**src/rtl/thrower_pkg.sv**
```systemverilog
// ---------------------------------------------------------------------------
// thrower_pkg
// Shared definitions for the ball-thrower VGA game physics.
//   - screen / ground / target constants
//   - slot record (position, velocity, valid) used by the engine and stepper
//   - engine FSM state and step outcome enums
//   - near(): square-sprite coverage test used by the pixel overlay
// ---------------------------------------------------------------------------
package thrower_pkg;

  localparam int H_ACTIVE = 640;
  localparam int V_ACTIVE = 480;
  localparam int GROUND_Y = 450;
  localparam int TGT_LO   = 420;
  localparam int TGT_HI   = 540;

  // Positions carry one bit more than the scan counters so that off-screen
  // (negative or past the right edge) values stay representable.
  localparam int POS_W = 11;
  localparam int VEL_W = 10;

  typedef struct packed {
    logic signed [POS_W-1:0] x;
    logic signed [POS_W-1:0] y;
    logic signed [VEL_W-1:0] vx;
    logic signed [VEL_W-1:0] vy;
    logic                    valid;
  } slot_t;

  typedef enum logic {
    IDLE,
    SWEEP
  } eng_state_t;

  typedef enum logic [1:0] {
    OUT_NONE,
    OUT_HIT,
    OUT_MISS
  } outcome_t;

  // True when scan coordinate lies within +/-r of pos (one axis).
  function automatic logic near(input logic signed [POS_W-1:0] scan,
                                input logic signed [POS_W-1:0] pos,
                                input logic signed [POS_W:0]   r);
    logic signed [POS_W:0] d;
    d = {scan[POS_W-1], scan} - {pos[POS_W-1], pos};
    return (d >= -r) && (d <= r);
  endfunction

endpackage

```
**src/rtl/projectile_engine_if.sv**
```systemverilog
// ---------------------------------------------------------------------------
// projectile_engine_if
// Control / scan / status bundle between the game logic and the engine.
//   master (game side): update, launch, vel_x, vel_y, xCount, yCount
//   slave  (engine)   : ball_pix, hit, miss, score, active, overrun
// ---------------------------------------------------------------------------
interface projectile_engine_if #(
  parameter int N_BALLS = 4,
  parameter int XW      = 10,
  parameter int VW      = 10
);
  logic                 update;
  logic                 launch;
  logic signed [VW-1:0] vel_x;
  logic signed [VW-1:0] vel_y;
  logic [XW-1:0]        xCount;
  logic [XW-1:0]        yCount;
  logic                 ball_pix;
  logic                 hit;
  logic                 miss;
  logic [7:0]           score;
  logic [N_BALLS-1:0]   active;
  logic                 overrun;

  modport master (
    output update, launch, vel_x, vel_y, xCount, yCount,
    input  ball_pix, hit, miss, score, active, overrun
  );

  modport slave (
    input  update, launch, vel_x, vel_y, xCount, yCount,
    output ball_pix, hit, miss, score, active, overrun
  );
endinterface

```
**src/rtl/projectile_engine_step.sv**
```systemverilog
// ---------------------------------------------------------------------------
// projectile_step
// Purely combinational single-slot physics step, time-multiplexed across all
// slots by the engine sweep.
//   cur     : slot record before the step
//   nxt     : slot record after the step (valid cleared on hit/miss)
//   outcome : OUT_NONE / OUT_HIT / OUT_MISS
// ---------------------------------------------------------------------------
module projectile_step
  import thrower_pkg::*;
#(
  parameter int H_ACTIVE = thrower_pkg::H_ACTIVE,
  parameter int GROUND_Y = thrower_pkg::GROUND_Y,
  parameter int TGT_LO   = thrower_pkg::TGT_LO,
  parameter int TGT_HI   = thrower_pkg::TGT_HI,
  parameter int GRAVITY  = 1,
  parameter int BOUNCE   = 0
) (
  input  slot_t    cur,
  output slot_t    nxt,
  output outcome_t outcome
);

  localparam logic signed [POS_W-1:0] GND_P  = POS_W'(GROUND_Y);
  localparam logic signed [POS_W-1:0] HACT_P = POS_W'(H_ACTIVE);
  localparam logic signed [POS_W-1:0] TLO_P  = POS_W'(TGT_LO);
  localparam logic signed [POS_W-1:0] THI_P  = POS_W'(TGT_HI);
  localparam logic signed [VEL_W-1:0] GRAV_V = VEL_W'(GRAVITY);

  logic signed [POS_W-1:0] cx, cy, nx, ny;
  logic signed [VEL_W-1:0] cvx, cvy, nvy, rebound;

  always_comb begin
    cx  = cur.x;
    cy  = cur.y;
    cvx = cur.vx;
    cvy = cur.vy;

    // All three updates use the pre-step values; +vy means upward, so y shrinks.
    nx  = cx + POS_W'(cvx);
    ny  = cy - POS_W'(cvy);
    nvy = cvy - GRAV_V;

    // Bounce speed is derived from the vertical speed going into the contact.
    rebound = (-cvy) >> 1;

    nxt      = cur;
    nxt.x    = nx;
    nxt.y    = ny;
    nxt.vy   = nvy;
    outcome  = OUT_NONE;

    if (ny >= GND_P) begin
      nxt.y = GND_P;
      if ((nx > TLO_P) && (nx < THI_P)) begin
        outcome   = OUT_HIT;
        nxt.valid = 1'b0;
      end else if ((BOUNCE != 0) && (rebound != '0)) begin
        nxt.vy = rebound;
      end else begin
        outcome   = OUT_MISS;
        nxt.valid = 1'b0;
      end
    end else if (nx[POS_W-1] || (nx >= HACT_P)) begin
      // Leaving through the top of the screen is legal; only x is bounded.
      outcome   = OUT_MISS;
      nxt.valid = 1'b0;
    end
  end

endmodule

```
**src/rtl/projectile_engine.sv**
```systemverilog
// ---------------------------------------------------------------------------
// projectile_engine
// Multi-ball physics engine: up to N_BALLS projectiles, each stepped once per
// frame-update pulse by a sequential sweep through one shared stepper.
//   clk      : pixel clock (VGA_CLK domain)
//   rst      : asynchronous active-high reset
//   bus      : projectile_engine_if.slave
//              in : update, launch, vel_x, vel_y, xCount, yCount
//              out: ball_pix (registered), hit/miss (1-cycle pulses),
//                   score (saturating), active (slot mask), overrun (sticky)
// ---------------------------------------------------------------------------
module projectile_engine
  import thrower_pkg::*;
#(
  parameter int N_BALLS  = 4,
  parameter int XW       = 10,
  parameter int VW       = 10,
  parameter int H_ACTIVE = thrower_pkg::H_ACTIVE,
  parameter int GROUND_Y = thrower_pkg::GROUND_Y,
  parameter int TGT_LO   = thrower_pkg::TGT_LO,
  parameter int TGT_HI   = thrower_pkg::TGT_HI,
  parameter int START_X  = 20,
  parameter int START_Y  = 440,
  parameter int GRAVITY  = 1,
  parameter int BALL_R   = 4,
  parameter int BOUNCE   = 0
) (
  input logic                clk,
  input logic                rst,
  projectile_engine_if.slave bus
);

  localparam int IDX_W = (N_BALLS > 1) ? $clog2(N_BALLS) : 1;
  localparam logic signed [POS_W:0] RAD = (POS_W+1)'(BALL_R);

  function automatic logic [7:0] sat_inc(input logic [7:0] s);
    return (s == 8'hFF) ? s : s + 8'd1;
  endfunction

  slot_t                slots [N_BALLS];
  logic [N_BALLS-1:0]   active_vec;
  logic [N_BALLS-1:0]   sweep_mask, mask_nxt;
  eng_state_t           state, state_nxt;
  logic [IDX_W-1:0]     idx, idx_nxt;
  logic [IDX_W-1:0]     free_idx;
  logic                 free_found;
  logic                 stepping;
  slot_t                launch_rec;
  slot_t                step_cur, step_nxt;
  outcome_t             step_out;
  logic signed [VW-1:0] lvx, lvy;
  logic [XW-1:0]        scan_x, scan_y;
  logic                 pix_any;

  logic                 ball_pix_p1;
  logic                 hit_p1;
  logic                 miss_p1;
  logic [7:0]           score_r;
  logic                 overrun_r;

  assign lvx    = bus.vel_x;
  assign lvy    = bus.vel_y;
  assign scan_x = bus.xCount;
  assign scan_y = bus.yCount;

  always_comb begin
    for (int i = 0; i < N_BALLS; i++) active_vec[i] = slots[i].valid;
  end

  // Lowest-index free slot; the downward loop lets the lowest index win.
  always_comb begin
    free_found = 1'b0;
    free_idx   = '0;
    for (int i = N_BALLS - 1; i >= 0; i--) begin
      if (!slots[i].valid) begin
        free_found = 1'b1;
        free_idx   = IDX_W'(i);
      end
    end
  end

  always_comb begin
    launch_rec       = '0;
    launch_rec.x     = POS_W'(START_X);
    launch_rec.y     = POS_W'(START_Y);
    launch_rec.vx    = VEL_W'(lvx);
    launch_rec.vy    = VEL_W'(lvy);
    launch_rec.valid = 1'b1;
  end

  // Sweep FSM: one slot per cycle, only slots captured in the mask move.
  always_ff @(posedge clk or posedge rst) begin
    if (rst) begin
      state      <= IDLE;
      idx        <= '0;
      sweep_mask <= '0;
    end else begin
      state      <= state_nxt;
      idx        <= idx_nxt;
      sweep_mask <= mask_nxt;
    end
  end

  always_comb begin
    state_nxt = state;
    idx_nxt   = idx;
    mask_nxt  = sweep_mask;
    stepping  = 1'b0;
    unique case (state)
      IDLE: begin
        if (bus.update) begin
          state_nxt = SWEEP;
          idx_nxt   = '0;
          mask_nxt  = active_vec;
        end
      end
      SWEEP: begin
        stepping = sweep_mask[idx];
        if (idx == IDX_W'(N_BALLS - 1)) begin
          state_nxt = IDLE;
          idx_nxt   = '0;
        end else begin
          idx_nxt = idx + 1'b1;
        end
      end
      default: state_nxt = IDLE;
    endcase
  end

  assign step_cur = slots[idx];

  projectile_step #(
    .H_ACTIVE (H_ACTIVE),
    .GROUND_Y (GROUND_Y),
    .TGT_LO   (TGT_LO),
    .TGT_HI   (TGT_HI),
    .GRAVITY  (GRAVITY),
    .BOUNCE   (BOUNCE)
  ) u_step (
    .cur     (step_cur),
    .nxt     (step_nxt),
    .outcome (step_out)
  );

  // Step write-back and launch never target the same slot: a stepped slot is
  // valid, a launched one is free. A slot freed this cycle still reads valid,
  // so it is not reclaimed until the next cycle.
  always_ff @(posedge clk or posedge rst) begin
    if (rst) begin
      for (int i = 0; i < N_BALLS; i++) slots[i] <= '0;
    end else begin
      if (stepping) slots[idx] <= step_nxt;
      if (bus.launch && free_found) slots[free_idx] <= launch_rec;
    end
  end

  always_comb begin
    pix_any = 1'b0;
    for (int i = 0; i < N_BALLS; i++) begin
      if (slots[i].valid &&
          near(POS_W'({1'b0, scan_x}), slots[i].x, RAD) &&
          near(POS_W'({1'b0, scan_y}), slots[i].y, RAD))
        pix_any = 1'b1;
    end
  end

  // ---- stage p1: registered outputs ----
  always_ff @(posedge clk or posedge rst) begin
    if (rst) begin
      ball_pix_p1 <= 1'b0;
      hit_p1      <= 1'b0;
      miss_p1     <= 1'b0;
      score_r     <= 8'd0;
      overrun_r   <= 1'b0;
    end else begin
      ball_pix_p1 <= pix_any;
      hit_p1      <= stepping && (step_out == OUT_HIT);
      miss_p1     <= stepping && (step_out == OUT_MISS);
      if (stepping && (step_out == OUT_HIT)) score_r <= sat_inc(score_r);
      if ((state == SWEEP) && bus.update) overrun_r <= 1'b1;
    end
  end

  assign bus.ball_pix = ball_pix_p1;
  assign bus.hit      = hit_p1;
  assign bus.miss     = miss_p1;
  assign bus.score    = score_r;
  assign bus.active   = active_vec;
  assign bus.overrun  = overrun_r;

endmodule

```
**src/flat_wrapper.sv**
```systemverilog
// flat-port wrapper written by rule: the top's interface ports become plain ports
module projectile_engine_flat import thrower_pkg::*;
#(
  parameter int N_BALLS  = 4,
  parameter int XW       = 10,
  parameter int VW       = 10,
  parameter int H_ACTIVE = thrower_pkg::H_ACTIVE,
  parameter int GROUND_Y = thrower_pkg::GROUND_Y,
  parameter int TGT_LO   = thrower_pkg::TGT_LO,
  parameter int TGT_HI   = thrower_pkg::TGT_HI,
  parameter int START_X  = 20,
  parameter int START_Y  = 440,
  parameter int GRAVITY  = 1,
  parameter int BALL_R   = 4,
  parameter int BOUNCE   = 0
)
  (clk, rst, bus_update, bus_launch, bus_vel_x, bus_vel_y, bus_xCount, bus_yCount, bus_ball_pix, bus_hit, bus_miss, bus_score, bus_active, bus_overrun);
  projectile_engine_if #(.N_BALLS(N_BALLS), .XW(XW), .VW(VW)) bus_i ();
  input logic clk;
  input logic rst;
  input wire logic [$bits(bus_i.update)-1:0] bus_update;
  input wire logic [$bits(bus_i.launch)-1:0] bus_launch;
  input wire logic [$bits(bus_i.vel_x)-1:0] bus_vel_x;
  input wire logic [$bits(bus_i.vel_y)-1:0] bus_vel_y;
  input wire logic [$bits(bus_i.xCount)-1:0] bus_xCount;
  input wire logic [$bits(bus_i.yCount)-1:0] bus_yCount;
  output wire logic [$bits(bus_i.ball_pix)-1:0] bus_ball_pix;
  output wire logic [$bits(bus_i.hit)-1:0] bus_hit;
  output wire logic [$bits(bus_i.miss)-1:0] bus_miss;
  output wire logic [$bits(bus_i.score)-1:0] bus_score;
  output wire logic [$bits(bus_i.active)-1:0] bus_active;
  output wire logic [$bits(bus_i.overrun)-1:0] bus_overrun;
  assign bus_i.update = bus_update;
  assign bus_i.launch = bus_launch;
  assign bus_i.vel_x = bus_vel_x;
  assign bus_i.vel_y = bus_vel_y;
  assign bus_i.xCount = bus_xCount;
  assign bus_i.yCount = bus_yCount;
  assign bus_ball_pix = bus_i.ball_pix;
  assign bus_hit = bus_i.hit;
  assign bus_miss = bus_i.miss;
  assign bus_score = bus_i.score;
  assign bus_active = bus_i.active;
  assign bus_overrun = bus_i.overrun;
  projectile_engine #(.N_BALLS(N_BALLS), .XW(XW), .VW(VW), .H_ACTIVE(H_ACTIVE), .GROUND_Y(GROUND_Y), .TGT_LO(TGT_LO), .TGT_HI(TGT_HI), .START_X(START_X), .START_Y(START_Y), .GRAVITY(GRAVITY), .BALL_R(BALL_R), .BOUNCE(BOUNCE)) u_core (.clk(clk), .rst(rst), .bus(bus_i));
endmodule
```
**config.mk**
```make
export PLATFORM = sky130hd
export DESIGN_NAME = projectile_engine_flat
export DESIGN_NICKNAME = d
export VERILOG_FILES = /design/src/rtl/thrower_pkg.sv /design/src/rtl/projectile_engine_if.sv /design/src/rtl/projectile_engine_step.sv /design/src/rtl/projectile_engine.sv /design/src/flat_wrapper.sv
export SDC_FILE = /design/constraint.sdc
export NUM_CORES = 1
export LEC_CHECK = 0
export CORE_AREA = 10 10 182 184
export DETAILED_ROUTE_END_ITERATION = 12
export DIE_AREA = 0 0 192 194
export DONT_BUFFER_PORTS = 1
export GPL_TIMING_DRIVEN = 1
export PLACE_DENSITY = 0.75
export SLEW_MARGIN = 15
export SYNTH_ARGS = -nofsm -noshare
export SYNTH_HDL_FRONTEND = slang
export SYNTH_SLANG_ARGS = --single-unit
```
**constraint.sdc**
```tcl
create_clock -name clk -period 5 [get_ports clk]
set_input_delay 0.25 -clock clk [delete_from_list [all_inputs] [get_ports clk]]
set_output_delay 0.25 -clock clk [all_outputs]
set_load 0.01 [all_outputs]
```
# --- Yosys cells after proc, flatten, opt, wreduce, memory -nomap -nowiden ---
# Index checks and enable logic that the tools add are counted.
word_totals:
  elab_cells: 139
  regBits: 191
  input_bits: 44
  output_inout_bits: 16
op_classes:
  eq_ne: 5
  bitwise: 4
  order_cmp: 25
  n_reduce_logical: 26
  n_mux: 38
  addsub: 13
op_table:
  columns: ["op", "count"]
  rows:
  - ["172-bit bitwise mux", 2]
  - ["172-bit two-way mux", 2]
  - ["43-bit demux with 2-bit select", 2]
  - ["43-bit two-way mux", 4]
  - ["12-bit by 3-bit >= comparator with 1-bit output (second input constant)", 8]
  - ["12-bit by 4-bit <= comparator with 1-bit output (second input constant)", 8]
  - ["11-bit by 11-bit subtractor with 12-bit output", 8]
  - ["43-bit binary-select mux with 2-bit select", 1]
  - ["1-bit logical AND", 23]
  - ["2-bit two-way mux", 9]
  - ["1-bit two-way mux", 14]
  - ["11-bit by 10-bit adder with 11-bit output", 1]
  - ["11-bit by 10-bit >= comparator with 1-bit output (second input constant)", 1]
  - ["11-bit >= comparator (second input constant)", 1]
  - ["11-bit by 10-bit > comparator with 1-bit output (second input constant)", 1]
  - ["11-bit < comparator (second input constant)", 1]
  - ["11-bit two-way mux", 1]
  - ["11-bit by 10-bit subtractor with 11-bit output", 1]
  - ["10-bit by 2-bit subtractor with 10-bit output (second input constant)", 1]
  - ["8-bit by 1-bit adder with 8-bit output (second input constant)", 1]
  - ["8-bit equality test (second input constant)", 1]
  - ["3-bit >= comparator (second input constant)", 2]
  - ["3-bit by 1-bit < comparator with 1-bit output (second input constant)", 2]
  - ["2-bit NOT with 3-bit output", 2]
  - ["11 further kinds", 14]

# --- Depth between registers and ports, before layout ---
logic_depth:
  word_depth: 13
  ltp_mapped: 20
  ltp_nobuf: 14

# --- By module ---
# Synthesis repeated with hierarchy kept, for this count alone.
unflattened:
  hier_cells: 1701
  hier_area_um2: 14363.8
modules_own_cells:
  columns: ["module", "cells_per_inst", "seq_area_each_um2", "instances", "area_per_inst_um2"]
  rows:
  - ["projectile_engine", 1522, 4779.6, 1, 13065.0]
  - ["projectile_step", 179, 0.0, 1, 1298.7]

# --- Worst setup path before layout ---
# OpenSTA, ideal clock, no wires.
synth_timing:
  path_kind: "register -> register"
  start: "register u_core.idx[1]"
  end: "register u_core.score_r[1] (netlist: u_core.bus.score[1])"
  setup_time_ns: 0.128
  required_time_ns: 4.872
  setup_slack_ns: 0.344
  stages_incl_launch_ff: 19
  synth_period_minus_slack_ns: 4.656
  arrival_ns: 4.528
  n_path_buf: 4
  path_cell_list: "dfrtp_1 > buf_2 > buf_1 > buf_1 > clkbuf_1 > mux4_2 > inv_1 > ha_1 > inv_1 > fa_1 > a211oi_1 > o21bai_1 > a21oi_2 > o21ai_1 > xnor2_1 > o32ai_2 > o2111ai_4 > nor2b_2 > mux2_1"
synth_via:
  elab_chain_cells: 12
  word_cells_on_any_way: 21
  cone_classes: "add/sub: 2; order compare: 4; eq/ne: 1; mux: 9; bitwise: 1; reduce/logical: 4"
synth_lines:
  columns: ["element", "line", "source"]
  rows:
  - ["start: declaration", "projectile_engine.sv:44", "logic [IDX_W-1:0] idx, idx_nxt;"]
  - ["start signal: assignment", "projectile_engine.sv:99", "idx <= idx_nxt;"]
  - ["2-bit NOT with 3-bit output (not written as such)", "projectile_engine.sv:130", "assign step_cur = slots[idx];"]
  - ["43-bit binary-select mux with 2-bit select", "projectile_engine.sv:130", null]
  - ["43-bit two-way mux (not written as such) (2 in series)", "projectile_engine.sv:130", null]
  - ["11-bit by 10-bit adder with 11-bit output", "projectile_engine_step.sv:40", "nx = cx + POS_W'(cvx);"]
  - ["11-bit by 10-bit > comparator with 1-bit output, or another cell as far along", "projectile_engine_step.sv:55", "if ((nx > TLO_P) && (nx < THI_P)) begin"]
  - ["1-bit logical AND / 1-bit logical OR (equally long branches)", "projectile_engine_step.sv:55, projectile_engine_step.sv:64", null]
  - ["2-bit two-way mux, on equally long branches", "projectile_engine_step.sv:55, projectile_engine_step.sv:64", null]
  - ["2-bit two-way mux", "projectile_engine_step.sv:53", "if (ny >= GND_P) begin"]
  - ["2-bit by 1-bit equality test with 1-bit output", "projectile_engine.sv:179", "if (stepping && (step_out == OUT_HIT)) score_r <= sat_inc(score_r);"]
  - ["1-bit logical AND (*)", "projectile_engine.sv:179", null]
  - ["2-bit AND reduction (no source line) (*)", null, null]
  - ["end signal: assignment", "projectile_engine.sv:179", null]
  - ["end: declaration", "projectile_engine.sv:58", "logic [7:0] score_r;"]
# Every way passes the cells marked *; elsewhere a longest branch is shown, timed or not. The select of a mux whose other input is x is not followed.
# A chain may end at the register's enable or synchronous reset.

# --- Final worst setup path ---
layout_timing:
  start: "register u_core.idx[0]"
  end: "register u_core.slots[25] in the netlist's numbering"
layout_via:
  elab_chain_cells: 11
  word_cells_on_any_way: 19
  cone_classes: "add/sub: 1; order compare: 3; mux: 13; bitwise: 1; reduce/logical: 1"
layout_lines:
  columns: ["element", "line", "source"]
  rows:
  - ["2-bit NOT with 3-bit output (not written as such)", "projectile_engine.sv:130, projectile_engine.sv:152", null]
  - ["43-bit binary-select mux with 2-bit select", "projectile_engine.sv:130", null]
  - ["43-bit two-way mux (not written as such) (2 in series)", "projectile_engine.sv:130", null]
  - ["11-bit by 10-bit subtractor with 11-bit output", "projectile_engine_step.sv:41", "ny = cy - POS_W'(cvy);"]
  - ["11-bit by 10-bit >= comparator with 1-bit output", "projectile_engine_step.sv:53", null]
  - ["11-bit two-way mux", "projectile_engine_step.sv:53", null]
  - ["172-bit bitwise mux", "projectile_engine.sv:152", "if (stepping) slots[idx] <= step_nxt;"]
  - ["172-bit two-way mux (*)", "projectile_engine.sv:152", null]
  - ["172-bit bitwise mux", "projectile_engine.sv:153", "if (bus.launch && free_found) slots[free_idx] <= launch_rec;"]
  - ["172-bit two-way mux (*)", "projectile_engine.sv:153", null]
  - ["end signal: indexed assignment", "projectile_engine.sv:152", null]
  - ["end signal: indexed assignment", "projectile_engine.sv:153", null]
  - ["end: declaration", "projectile_engine.sv:40", "slot_t slots [N_BALLS];"]
# Marked as above.

==> results.sh <==
export IMPL_grt_pass1_wl_um=66900
export IMPL_fp_dieH_um=194
export IMPL_ys_seq_area_share_pct=32.9
export IMPL_die_area_um2=37200
export IMPL_postSynthAreaPerCell_um2=8.57
export IMPL_clock_sinks=191
export IMPL_ant_nets=0
export IMPL_viasPerCell=6.16
export IMPL_clk_path_buf_depth=2
export IMPL_final_net_count=1830
export IMPL_r2r_slack_ps=500
export IMPL_seq_area_um2=4780
export IMPL_tritoncts="built"
export IMPL_dpl_hpwl_um=29400
export IMPL_cp_arrival_ps=4760
export IMPL_cpMaxStageDelayCell="dfrtp_4"
export IMPL_synth_net_count=1854
export IMPL_drt_pass1_iterations=7
export IMPL_drc=0
export IMPL_final_min_clock_period_ps=4500
export IMPL_yosys_cell_types_count=85
export IMPL_finalSetupViolCount=0
export IMPL_critical_path_class="flip-flop to flip-flop"
export IMPL_final_max_slew_viol_count=0
export IMPL_worstPathCellList="buf_4 > mux4_2 > ha_1 > a211oi_1 > o21bai_1 > a21oi_2 > o21ai_1 > xnor2_1 > o32ai_2 > and2_1 > nand2b_1 > o211ai_1"
export IMPL_layout_common_cells="223 x nand2_1, 189 x dfrtp_1, 188 x nor2_1"
export IMPL_start_util_pct=49.4
export IMPL_cts_root_buf="clkbuf_16"
export IMPL_clk_pin_slew_worst_paths_ps=70
export IMPL_wl_per_cell_um=19.8
export IMPL_routabilityCongestion=0.922
export IMPL_max_cap_violations=0
export IMPL_io_pins=60
export IMPL_ys_ff_latch=191
export IMPL_antenna_found_initial=1
export IMPL_yosysWarnings=0
export IMPL_m1WireLength_um=17600
export IMPL_num_rows=63
export IMPL_multi_input_area_um2=8930
export IMPL_drt_iter0_drc=1188
export IMPL_max_freq_ghz=0.222
export IMPL_timing_setup_tns_ps=0
export IMPL_status="finished, final reports clean"
export IMPL_rsz0062_at_grt="no"
export IMPL_num_vias=12800
export IMPL_slew_headroom_pct=32.4
export IMPL_n_fill_cell=2623
export IMPL_die_w_um=192
export IMPL_reg2reg_from="u_core.idx[0]"
export IMPL_post_cts_resized=0
export IMPL_grt_ovfl_total=0
export IMPL_grt_pass1_vias=12400
export IMPL_numPortBuffers=0
export IMPL_synthesis_area_um2=14500
export IMPL_clk_latency_ps=440
export IMPL_path_max_fanout=17
export IMPL_cts_setup_buffers=0
export IMPL_worstPathRequired_ps=5260
export IMPL_htreeDepth=4
export IMPL_hold_buffers=21
export IMPL_core_um2=29400
export IMPL_grt_max_degree=192
export IMPL_finalHoldViolCount=0
export IMPL_skew_ps=12.0
export IMPL_r2r_end="u_core.slots[25]"
export IMPL_async_reset_ff_share_pct=100
export IMPL_hp_class="primary input to asynchronous set/reset pin"
export IMPL_drive_above_1_share_pct=8.62
export IMPL_mostFrequentLayoutCell="nand2_1"
export IMPL_routed_wl_um=41000
export IMPL_worst_path_largest_cell_delay_ps=620
export IMPL_synth_edf_count=0
export IMPL_wl_met3_um=4320
export IMPL_track_usage_pct=22.1
export IMPL_fin_crit_sh_pct=90.0
export IMPL_tightest_slew_ps=1010
export IMPL_synth_cells=1694
export IMPL_start_kind="flip-flop"
export IMPL_dr_wl_met2_um=18300
export IMPL_rr_worst_depth=12
export IMPL_cp_end_kind="flip-flop"
export IMPL_ys_flop_type="dfrtp_1"
export IMPL_numCtsBuffers=17
export IMPL_highest_layer="met4"
export IMPL_area_growth_syn_to_layout_pct=7.96
cell type report:
cell class | count | share of cell area (%)
Inverter | 130 | 3.14
Sequential cell | 191 | 30.5
Clock inverter | 12 | 1.01
Tap cell | 390 | 3.11
Clock buffer | 20 | 2.85
Timing Repair Buffer | 40 | 2.41
Multi-Input combinational cell | 1290 | 56.9
Antenna cell | 1 | 0.0160
state kept, by name, summed over array words and instances, names as in the netlist:
signal               cells
u_core.bus.miss          1
u_core.idx               2
u_core.state             1
u_core.bus.ball_pix      1
u_core.sweep_mask        4
u_core.bus.overrun       1
u_core.slots           168
u_core.bus.active        4
u_core.bus.hit           1
u_core.bus.score         8
synth_stat cells, types with 13 or more instances:
master,instances,area [µm²]
xor2_1,39,342
o22ai_1,14,87.6
a21o_1,19,143
dfrtp_1,191,4780
nor3_1,34,170
nand2_1,227,852
a211oi_1,24,180
nor2_1,190,713
o211ai_1,22,165
nor2b_1,17,106
a21oi_1,130,651
ha_1,106,1330
buf_1,15,56.3
or3_1,13,81.3
mux4_2,44,991
a31oi_1,50,313
nand2b_1,15,93.8
inv_1,130,488
o21ai_0,80,400
clkbuf_1,56,210
xnor2_1,48,420
nand3_1,22,110
through the flow:
| stage | cell area, µm² | util, % | hold slack [ps] | instances | setup WS (ps) |
|---|---|---|---|---|---|
| after floorplan | 14500 | - | 336 | 1694 | 344 |
| after global placement | 14900 | 50.5 | 337 | 2020 | 708 |
| after detailed placement | 14900 | 50.5 | 340 | 2020 | 565 |
| after CTS | 15700 | 53.3 | 22.1 | 2073 | 513 |
| after global routing | 15700 | 53.3 | 9.84 | 2074 | 235 |
| final | 15700 | 53.3 | 1.38 | 2074 | 500 |
critical path: cells and delay by family, from the launching register on:
family	cells	cell delay, ps
AO/OA/AOI/OAI	6	1310
buffers and inverters	1	370
flip-flops	1	620
XOR/XNOR	1	230
adder cells (fa/ha/maj)	1	390
multiplexers	1	560
AND/OR/NAND/NOR	2	840
kinds of logic after synthesis:
| kind of cell | synth area share (%) |
|---|---|
| AND/OR/NAND/NOR | 18.5 |
| multiplexers | 7.57 |
| buffers and inverters | 5.78 |
| XOR/XNOR | 5.47 |
| adder cells (fa/ha/maj) | 10.5 |
| AO/OA/AOI/OAI | 19.2 |
| flip-flops | 32.9 |
worst max-delay path by stage:
stage               slack (ps)  cells after the start           from             endpoint
floorplan                  340                     18  u_core.idx[1]  u_core.bus.score[1]
global placement           710                     12  u_core.idx[0]    u_core.slots[153]
detailed placement         560                     14  u_core.idx[0]  u_core.bus.score[1]
CTS                        510                     12  u_core.idx[0]     u_core.slots[25]
global route               230                     12  u_core.idx[0]    u_core.slots[151]
finish                     500                     12  u_core.idx[0]     u_core.slots[25]
layer usage:
metal  track usage (%)  up-vias
li1                  -     5959
met1              30.2     6163
met2              33.5      595
met3              5.94       64
met4              6.18        0
met5                 0        -
Power is left out: the tool's default activity adds up to more than one toggle a clock period on the data nets, which glitch-free logic cannot reach.
